===== config.mk =====
export PLATFORM = sky130hd
export DESIGN_NAME = alu_mw_seq
export DESIGN_NICKNAME = d
export VERILOG_FILES = /design/src/rtl/alu_seq_pkg.sv /design/src/rtl/alu_mw_seq.sv
export SDC_FILE = /design/constraint.sdc
export NUM_CORES = 1
export LEC_CHECK = 0
export ABC_AREA = 0
export BUFFER_PORTS_ARGS = -buffer_cell sky130_fd_sc_hd__buf_2
export CAP_MARGIN = 20
export CORE_AREA = 2 2 85 87
export CTS_CLUSTER_SIZE = 40
export DETAILED_ROUTE_END_ITERATION = 12
export DIE_AREA = 0 0 87 89
export MAX_ROUTING_LAYER = met4
export PLACE_DENSITY = 0.84
export SYNTH_ARGS = -nofsm -noshare
export SYNTH_HDL_FRONTEND = slang
export SYNTH_SLANG_ARGS = --single-unit

===== constraint.sdc =====
create_clock -name clk -period 2.28 [get_ports clk]
set_input_delay 0.456 -clock clk [delete_from_list [all_inputs] [get_ports clk]]
set_output_delay 0.456 -clock clk [all_outputs]
set_load 0.01 [all_outputs]

===== src/rtl/alu_seq_pkg.sv =====
// -----------------------------------------------------------------------------
// alu_seq_pkg
// Shared definitions for the multi-word ALU sequencer:
//   alu_mode_e  - mode codes driven onto the pipeline ALU control input
//   OP_ADD/SUB  - sequencer operation encoding on op_i
//   seq_state_e - sequencer FSM states
//   limb_mode() - picks the ALU mode for a limb from op and first-limb flag
// -----------------------------------------------------------------------------
package alu_seq_pkg;

    typedef enum logic [2:0] {
        ALU_ADD  = 3'd0,
        ALU_SUB  = 3'd1,
        ALU_ADDC = 3'd2,
        ALU_SUBC = 3'd3,
        ALU_AND  = 3'd4,
        ALU_OR   = 3'd5,
        ALU_XOR  = 3'd6,
        ALU_PASS = 3'd7
    } alu_mode_e;

    localparam logic OP_ADD = 1'b0;
    localparam logic OP_SUB = 1'b1;

    typedef enum logic [1:0] {
        IDLE  = 2'd0,
        RUN   = 2'd1,
        DRAIN = 2'd2,
        DONE  = 2'd3
    } seq_state_e;

    // The first limb has no incoming carry; later limbs chain through ADDC/SUBC.
    function automatic alu_mode_e limb_mode(input logic op, input logic first);
        if (first) return (op == OP_SUB) ? ALU_SUB  : ALU_ADD;
        else       return (op == OP_SUB) ? ALU_SUBC : ALU_ADDC;
    endfunction

endpackage


===== src/rtl/alu_mw_seq.sv =====
// -----------------------------------------------------------------------------
// alu_mw_seq
// Multi-precision add/subtract sequencer. After a start request it streams
// 32-bit limb pairs (least significant first) through the shared ALU, threading
// carry/borrow between limbs, and returns one result limb per input limb plus
// the final carry/borrow and signed-overflow flags.
//
// Ports:
//   clk, rst_n            clock, synchronous active-low reset
//   start_i, op_i,        start request (sampled in IDLE), 0=add 1=sub (A-B),
//   nwords_i              limb count (saturates to MAX_WORDS, 0 = no-op)
//   busy_o, done_o        not-IDLE indicator, one-cycle completion pulse
//   limb_valid_i/ready_o  operand limb handshake, limb_a_i/limb_b_i data
//   res_valid_o/ready_i   result limb handshake, res_data_o, res_last_o
//   flag_c_o, flag_v_o    final carry/borrow and signed overflow
//   alu_srcA_o/srcB_o     ALU operands (srcB bit 32 = carry-in)
//   alu_ctrl_o            ALU mode (alu_mode_e)
//   alu_result_i, alu_C_flag_i, alu_V_flag_i   ALU response (combinational)
//
// Optional build macro ALU_MW_SEQ_ZFLAG_EN adds flag_z_o: 1 when every result
// limb of the last operation was zero (1 for a zero-length operation).
// -----------------------------------------------------------------------------
module alu_mw_seq
    import alu_seq_pkg::*;
#(
    parameter  int MAX_WORDS = 8,
    localparam int CNT_W     = $clog2(MAX_WORDS + 1)
) (
    input  logic             clk,
    input  logic             rst_n,
    input  logic             start_i,
    input  logic             op_i,
    input  logic [CNT_W-1:0] nwords_i,
    output logic             busy_o,
    input  logic             limb_valid_i,
    output logic             limb_ready_o,
    input  logic [31:0]      limb_a_i,
    input  logic [31:0]      limb_b_i,
    output logic             res_valid_o,
    input  logic             res_ready_i,
    output logic [31:0]      res_data_o,
    output logic             res_last_o,
    output logic             done_o,
    output logic             flag_c_o,
    output logic             flag_v_o,
`ifdef ALU_MW_SEQ_ZFLAG_EN
    output logic             flag_z_o,
`endif
    output logic [33:0]      alu_srcA_o,
    output logic [33:0]      alu_srcB_o,
    output logic [2:0]       alu_ctrl_o,
    input  logic [31:0]      alu_result_i,
    input  logic             alu_C_flag_i,
    input  logic             alu_V_flag_i
);

    localparam logic [CNT_W-1:0] MAX_CNT = CNT_W'(MAX_WORDS);
    localparam logic [CNT_W-1:0] CNT_ONE = CNT_W'(1);

    seq_state_e       state_q;
    logic             op_q;
    logic [CNT_W-1:0] nwords_q;
    logic [CNT_W-1:0] cnt_q;
    logic             carry_q;

    logic first_limb;
    logic last_limb;
    logic limb_hs;
    logic res_hs;
    logic lost;
    logic carry_next;

    assign busy_o       = (state_q != IDLE);
    assign done_o       = (state_q == DONE);
    // A new limb may enter only if the result register is free or being drained.
    assign limb_ready_o = (state_q == RUN) & (~res_valid_o | res_ready_i);
    assign limb_hs      = limb_valid_i & limb_ready_o;
    assign res_hs       = res_valid_o & res_ready_i;

    assign first_limb = (cnt_q == '0);
    assign last_limb  = (cnt_q == nwords_q - CNT_ONE);

    // The ALU folds carry-in into B within 32 bits; B=all-ones plus a carry
    // wraps to zero, so the ALU reports no carry although the true one is 1.
    assign lost       = ~first_limb & carry_q & (limb_b_i == 32'hFFFF_FFFF);
    assign carry_next = alu_C_flag_i | lost;

    // NOTE: every output gets a default before the case so no latch is inferred.
    always_comb begin
        alu_srcA_o = '0;
        alu_srcB_o = '0;
        alu_ctrl_o = ALU_PASS;
        if (state_q == RUN) begin
            alu_srcA_o = {2'b00, limb_a_i};
            alu_srcB_o = {1'b0, carry_q, limb_b_i};
            alu_ctrl_o = limb_mode(op_q, first_limb);
        end
    end

`ifdef ALU_MW_SEQ_ZFLAG_EN
    logic zero_acc_q;
    logic zero_next;
    assign zero_next = zero_acc_q & (alu_result_i == 32'h0);
`endif

    // NOTE: sequential state uses non-blocking assignments so all registers
    // update from the same pre-edge values.
    always_ff @(posedge clk) begin
        if (!rst_n) begin
            state_q     <= IDLE;
            op_q        <= OP_ADD;
            nwords_q    <= '0;
            cnt_q       <= '0;
            carry_q     <= 1'b0;
            res_valid_o <= 1'b0;
            res_data_o  <= '0;
            res_last_o  <= 1'b0;
            flag_c_o    <= 1'b0;
            flag_v_o    <= 1'b0;
`ifdef ALU_MW_SEQ_ZFLAG_EN
            zero_acc_q  <= 1'b0;
            flag_z_o    <= 1'b0;
`endif
        end else begin
            // Consumed result frees the register; a same-cycle capture below
            // overrides this.
            if (res_hs) begin
                res_valid_o <= 1'b0;
                res_last_o  <= 1'b0;
            end

            case (state_q)
                IDLE: begin
                    if (start_i) begin
                        if (nwords_i == '0) begin
                            flag_c_o <= 1'b0;
                            flag_v_o <= 1'b0;
`ifdef ALU_MW_SEQ_ZFLAG_EN
                            flag_z_o <= 1'b1;
`endif
                            state_q  <= DONE;
                        end else begin
                            op_q     <= op_i;
                            nwords_q <= (nwords_i > MAX_CNT) ? MAX_CNT : nwords_i;
                            cnt_q    <= '0;
                            carry_q  <= 1'b0;
`ifdef ALU_MW_SEQ_ZFLAG_EN
                            zero_acc_q <= 1'b1;
`endif
                            state_q  <= RUN;
                        end
                    end
                end

                RUN: begin
                    if (limb_hs) begin
                        res_data_o  <= alu_result_i;
                        res_valid_o <= 1'b1;
                        res_last_o  <= last_limb;
                        carry_q     <= carry_next;
                        cnt_q       <= cnt_q + CNT_ONE;
`ifdef ALU_MW_SEQ_ZFLAG_EN
                        zero_acc_q  <= zero_next;
`endif
                        if (last_limb) begin
                            flag_c_o <= carry_next;
                            flag_v_o <= alu_V_flag_i;
`ifdef ALU_MW_SEQ_ZFLAG_EN
                            flag_z_o <= zero_next;
`endif
                            state_q  <= DRAIN;
                        end
                    end
                end

                // Only the final limb can be pending here.
                DRAIN: begin
                    if (res_hs) state_q <= DONE;
                end

                DONE: begin
                    state_q <= IDLE;
                end

                default: begin
                    state_q <= IDLE;
                end
            endcase
        end
    end

endmodule


Word level (Yosys, flattened, before mapping). Index checks and enable logic that the tools add are counted.

Reduce and logical (&&, ||, !) cells: 10. $mul: 0. Shift operators: 0. Equal/unequal tests: 11. Add/subtract/negate cells: 2. Bitwise gates (word level): 10. Magnitude comparators: 1. Mux-type cells: 35. Div/mod/pow operators: 0.

Operators by type and width (count): $mux 33 (1); $eq 32x32->1 const B (1); $mux 32 (1); $mux 1 (17); $mux 4 (4); $mux 2 (6); $ne 2x2->1 const B (6); $logic_not 4->1 (2); $pmux 2 s4 (1); $pmux 4 s2 (1); $reduce_and 4->1 (2); $pmux 1 s2 (3); $and 1x1->1 (5); $reduce_and 5->1 (1); $add 4x1->4 const B (1); $eq 2x2->1 const B (2); $eq 4x4->1 (1); $gt 4x4->1 const B (1); $reduce_bool 2->1 (2); $sub 4x1->4 const B (1); $mux 3 (1); $not 1->1 (3); $reduce_and 3->1 (1); $eq 2x1->1 const B (1); 3 further kinds (4).

Bits in latches: 0. Output and inout port bits: 110. Memories: 0. Word-level logic and storage cells: 79. Bits of input ports: 108. ROM bits: 0. RAM bits: 0. Flip-flop bits (word level): 48.

Longest topological paths before layout.
Depth in word-level cells: 8. Mapped depth: 8. Mapped depth without buffers: 7.

Worst setup path after synthesis. Ideal clock, no wire load.

Path type: register to output. Start point: reg state_q[1]. End point: out alu_srcA_o[0]. Slack: 0.338 ns. Path buffers: 3. Cell stages (with the launch flop): 7. Arrival: 1.486 ns. Required time: 1.824 ns. Path through: dfxtp_1 inv_1 ha_1 clkbuf_1 clkbuf_1 clkbuf_1 and2_1.

Longest elaborated chain between the ends: 2.

Ends and longest elaborated chain: from (decl) (RTL line alu_mw_seq.sv:60) `seq_state_e state_q;`; from (signal assigned) (RTL line alu_mw_seq.sv:110) `state_q <= IDLE;`; from (signal assigned) (RTL line alu_mw_seq.sv:141) `state_q <= DONE;`; from (signal assigned) (RTL line alu_mw_seq.sv:150) `state_q <= RUN;`; $eq 2x1->1 (RTL line alu_mw_seq.sv:93) `if (state_q == RUN) begin`; $mux 32 (RTL line alu_mw_seq.sv:93); to (decl) (RTL line alu_mw_seq.sv:49) `output logic [33:0] alu_srcA_o,`.

No other way between the ends.

Final worst setup path.
Start point: reg state_q[0]. End point: reg cnt_q[1].

Longest elaborated chain between the ends: 5. Elaborated cells on any way between the ends: 10. Those cells by class: eq/ne: 4; mux: 1; bitwise: 2; reduce/logical: 3.

Ends and longest elaborated chain: $eq 2x1->1 (RTL line alu_mw_seq.sv:76, alu_mw_seq.sv:132); $and 1x1->1 (RTL line alu_mw_seq.sv:76) `assign limb_ready_o = (state_q == RUN) & (~res_valid_o | res_ready_i);`; $and 1x1->1 (RTL line alu_mw_seq.sv:77) `assign limb_hs = limb_valid_i & limb_ready_o;`; $ne 2x2->1 (no source line); $reduce_and 4->1 (no source line); to (signal assigned) (RTL line alu_mw_seq.sv:161) `cnt_q <= cnt_q + CNT_ONE;`; to (decl) (RTL line alu_mw_seq.sv:63) `logic [CNT_W-1:0] cnt_q;`.

Several ways; a longest one is shown, not always the timed one. A chain may end at the register's enable or synchronous reset.

==> flow_summary.toml <==
[layout]
nets = 664
final_common_cell = "buf_2"
drive_gt1_frac = 0.430
syn2layout_area_growth_pct = 48.4
n_antenna_cell = 0
layout_common_cells = "buf_2 (214), nand2_1 (79), and2_1 (66)"

[sta]
clock_skew_ns = 0.00569
fin_crit_sh = 0.924
hold_ws_ns = 0.384
fin_crit_ns = 2.11
rsz0062_at_grt = "no"
finalSetupTns_ns = 0
clock.fmax_ghz = 0.474
tightest_slew_ns = 0.532
setup_viol = 0
max_slew_margin = 0.644
hold_violations = 0
final_max_slew_viol_count = 0

[floorplanning]
rows = 30
die_w_um = 87
start_util = 0.386
die_y_um = 89
dieArea_mm2 = 0.00774
core_region_area_mm2 = 0.00672
pin_count = 218

[clocking]
numCtsBuffers = 5
cts_tree = "done"
cts.sinks = 48
clockRootBuffer = "clkbuf_8"
cts_max_level = 2
clk_latency_ns = 0.30
post-cts-setup-buffer-count = 0
cts.reportedPaths.clkPinSlew_ns = 0.09
cts_max_path_buffers = 2

[critical_path]
path_cells = "inv_1 > ha_1 > inv_2 > o221ai_2 > a211oi_4 > mux2_1 > nor2_1"
arrival_ns = 2.35
max_stage_delay_ns = 0.43
crit_type = "register to register"
critPathMaxFanout = 9
crit_path_end = "cnt_q[1]"
end_kind = "register"
crit_start = "state_q[0]"
reg2reg_to = "cnt_q[1]"
slowest_stage = "dfxtp_1"
rr_worst_depth = 7
crit_required_ns = 2.52
crit_path_start_kind = "register"
r2r_setup_slack_ns = 0.17
r2r-start = "state_q[0]"

[yosys]
ys_ff_latch = 48
synthMuxAreaShare = 0.00821
ys_seq_area_frac = 0.371
synth_cell_types = 39
avgSynthCellArea_um2 = 7.58
netlist_instances = 342
synth_top_family_by_area = "simple AND/OR/NAND/NOR gates"
syn-cell-area_mm2 = 0.00259
yosys.area_share.simple = 0.380
synthXorXnorAreaFrac = 0.0203
yosysWarnings = 0
synth-compound-area-share = 0.127
synth_fa_ha_area_frac = 0.0386

[global_routing]
grt_max_degree = 38
grt_overflow = 0
grt_usage = 0.208
grt_pass1_wl_um = 12600
grt_pass1_vias = 2723
antenna_found_initial = 0

[routing]
firstDrtPassIters = 4
viasPerCell = 4.76
postRouteAntennaNets = 0
wire_per_inst_um = 13.2
drt_wl_total_um = 8280
route.detailed.drc = 0
drtIter0Drc = 150
num_vias = 2992

[placed_design]
portBuffers = 214
hpwl_um = 6700
gp_congestion = 0.879

[power]
ir_worst_vdd_v = 0.000378
finalPower_w = 0.00314
p_per_area_mw_per_mm2 = 816
leakage_nw = 1.99

[job]
max-cap-violations = 0

[worst_hold_path]
hold_class = "input port to register"

[outcome]
outcome = "finished clean"
## synth_stat cells
| library cell | number | area, µm² |
|---|---|---|
| a211oi_1 | 2 | 15.0 |
| a211oi_4 | 1 | 20.0 |
| a21bo_1 | 2 | 20.0 |
| a21oi_1 | 41 | 205 |
| a31oi_1 | 1 | 6.26 |
| a32oi_1 | 1 | 8.76 |
| and2_1 | 66 | 413 |
| and3_1 | 2 | 12.5 |
| buf_2 | 1 | 5.00 |
| buf_4 | 3 | 22.5 |
| clkbuf_1 | 20 | 75.1 |
| conb_1 | 1 | 3.75 |
| dfxtp_1 | 48 | 961 |
| ha_1 | 8 | 100 |
| inv_1 | 8 | 30.0 |
| inv_2 | 2 | 7.51 |
| mux2_1 | 1 | 11.3 |
| mux2i_1 | 1 | 10.0 |
| nand2_1 | 79 | 297 |
| nand2b_1 | 4 | 25.0 |
| nand3_1 | 6 | 30.0 |
| nand4_1 | 9 | 56.3 |
| nand4b_1 | 4 | 35.0 |
| nor2_1 | 7 | 26.3 |
| nor2_2 | 1 | 6.26 |
| nor3_1 | 4 | 20.0 |
| nor3b_1 | 1 | 7.51 |
| nor4_1 | 2 | 12.5 |
| nor4_4 | 1 | 21.3 |
| o211a_1 | 1 | 10.0 |
| o21a_1 | 1 | 7.51 |
| o21ai_0 | 1 | 5.00 |
| o21bai_1 | 1 | 7.51 |
| o221ai_2 | 1 | 15.0 |
| o31a_1 | 1 | 8.76 |
| or2_1 | 1 | 6.26 |
| or4_1 | 2 | 15.0 |
| xnor2_1 | 4 | 35.0 |
| xor2_1 | 2 | 17.5 |
## power breakdown
| part | switching [W] | internal (W) | total, W |
|---|---|---|---|
| Clock | 0.000288 | 0.000248 | 0.000536 |
| Combinational | 0.000905 | 0.000676 | 0.00158 |
| Sequential | 0.0000701 | 0.000950 | 0.00102 |
| Total | 0.00126 | 0.00187 | 0.00314 |
## registers in the layout (all words and copies together) (netlist names)
| signal | count |
|---|---|
| res_data_o | 32 |
| cnt_q | 4 |
| nwords_q | 4 |
| state_q | 2 |
| carry_q | 1 |
| flag_c_o | 1 |
| flag_v_o | 1 |
| op_q | 1 |
| res_last_o | 1 |
| res_valid_o | 1 |
## through the flow
stage	util	area, µm²	setup WS [ns]	cells
finish	0.572	3840	0.172	629
global route	0.572	3840	0.0292	629
CTS	0.572	3840	0.124	629
detailed placement	0.556	3730	0.244	621
global placement	0.556	3730	0.342	621
floorplan	-	2600	0.338	344
## cells by family after synthesis
family                     Yosys count
buffers and inverters               34
and+or+nand+nor                    189
adders and majority gates            8
xor gates and xnor gates             6
muxes                                2
other                                1
AOI/OAI and AO/OA                   54
DFF                                 48
## layout make-up
class	instances	area, µm²
Sequential cell	48	961
Tap cell	80	100
Fill cell	643	2870
Clock inverter	2	13.8
Clock buffer	6	82.6
Inverter	10	37.5
Timing Repair Buffer	221	1140
Multi-Input combinational cell	262	1510
## routing by layer
metal  GRT usage  share of wire  vias to the layer above
met1       0.259           0.42                     1320
li1            -              -                     1523
met3      0.0342          0.064                       13
met4      0.0511          0.014                        0
met5           -              0                        -
met2       0.353           0.50                      136
## worst min path at each step
stage | start | endpoint | slack [ns] | depth (start not counted)
finish | alu_result_i[0] | res_data_o[0] | 0.38 | 3
global route | alu_result_i[13] | res_data_o[13] | 0.37 | 3
CTS | alu_result_i[14] | res_data_o[14] | 0.37 | 3
detailed placement | res_data_o[13] | res_data_o[13] | 0.44 | 2
global placement | res_data_o[18] | res_data_o[18] | 0.44 | 2
floorplan | op_q | op_q | 0.43 | 2
## critical path: cells and delay by family (launching register included)
| family | cells | cell delay [ns] |
|---|---|---|
| compound gates | 2 | 0.60 |
| fa+ha+maj | 1 | 0.33 |
| buf+inv | 2 | 0.25 |
| flops | 1 | 0.43 |
| mux | 1 | 0.37 |
| simple gates | 1 | 0.08 |
## what timing repair did
action | in CTS | in global routing
hold endpoints to repair | 0 | 0
hold buffers | 0 | 0
gates resized for setup | 1 | 1
cloned | 0 | 0
endpoints found under the setup margin | 1 | 1
No activity file was read; power rests on OpenSTA's default activity.
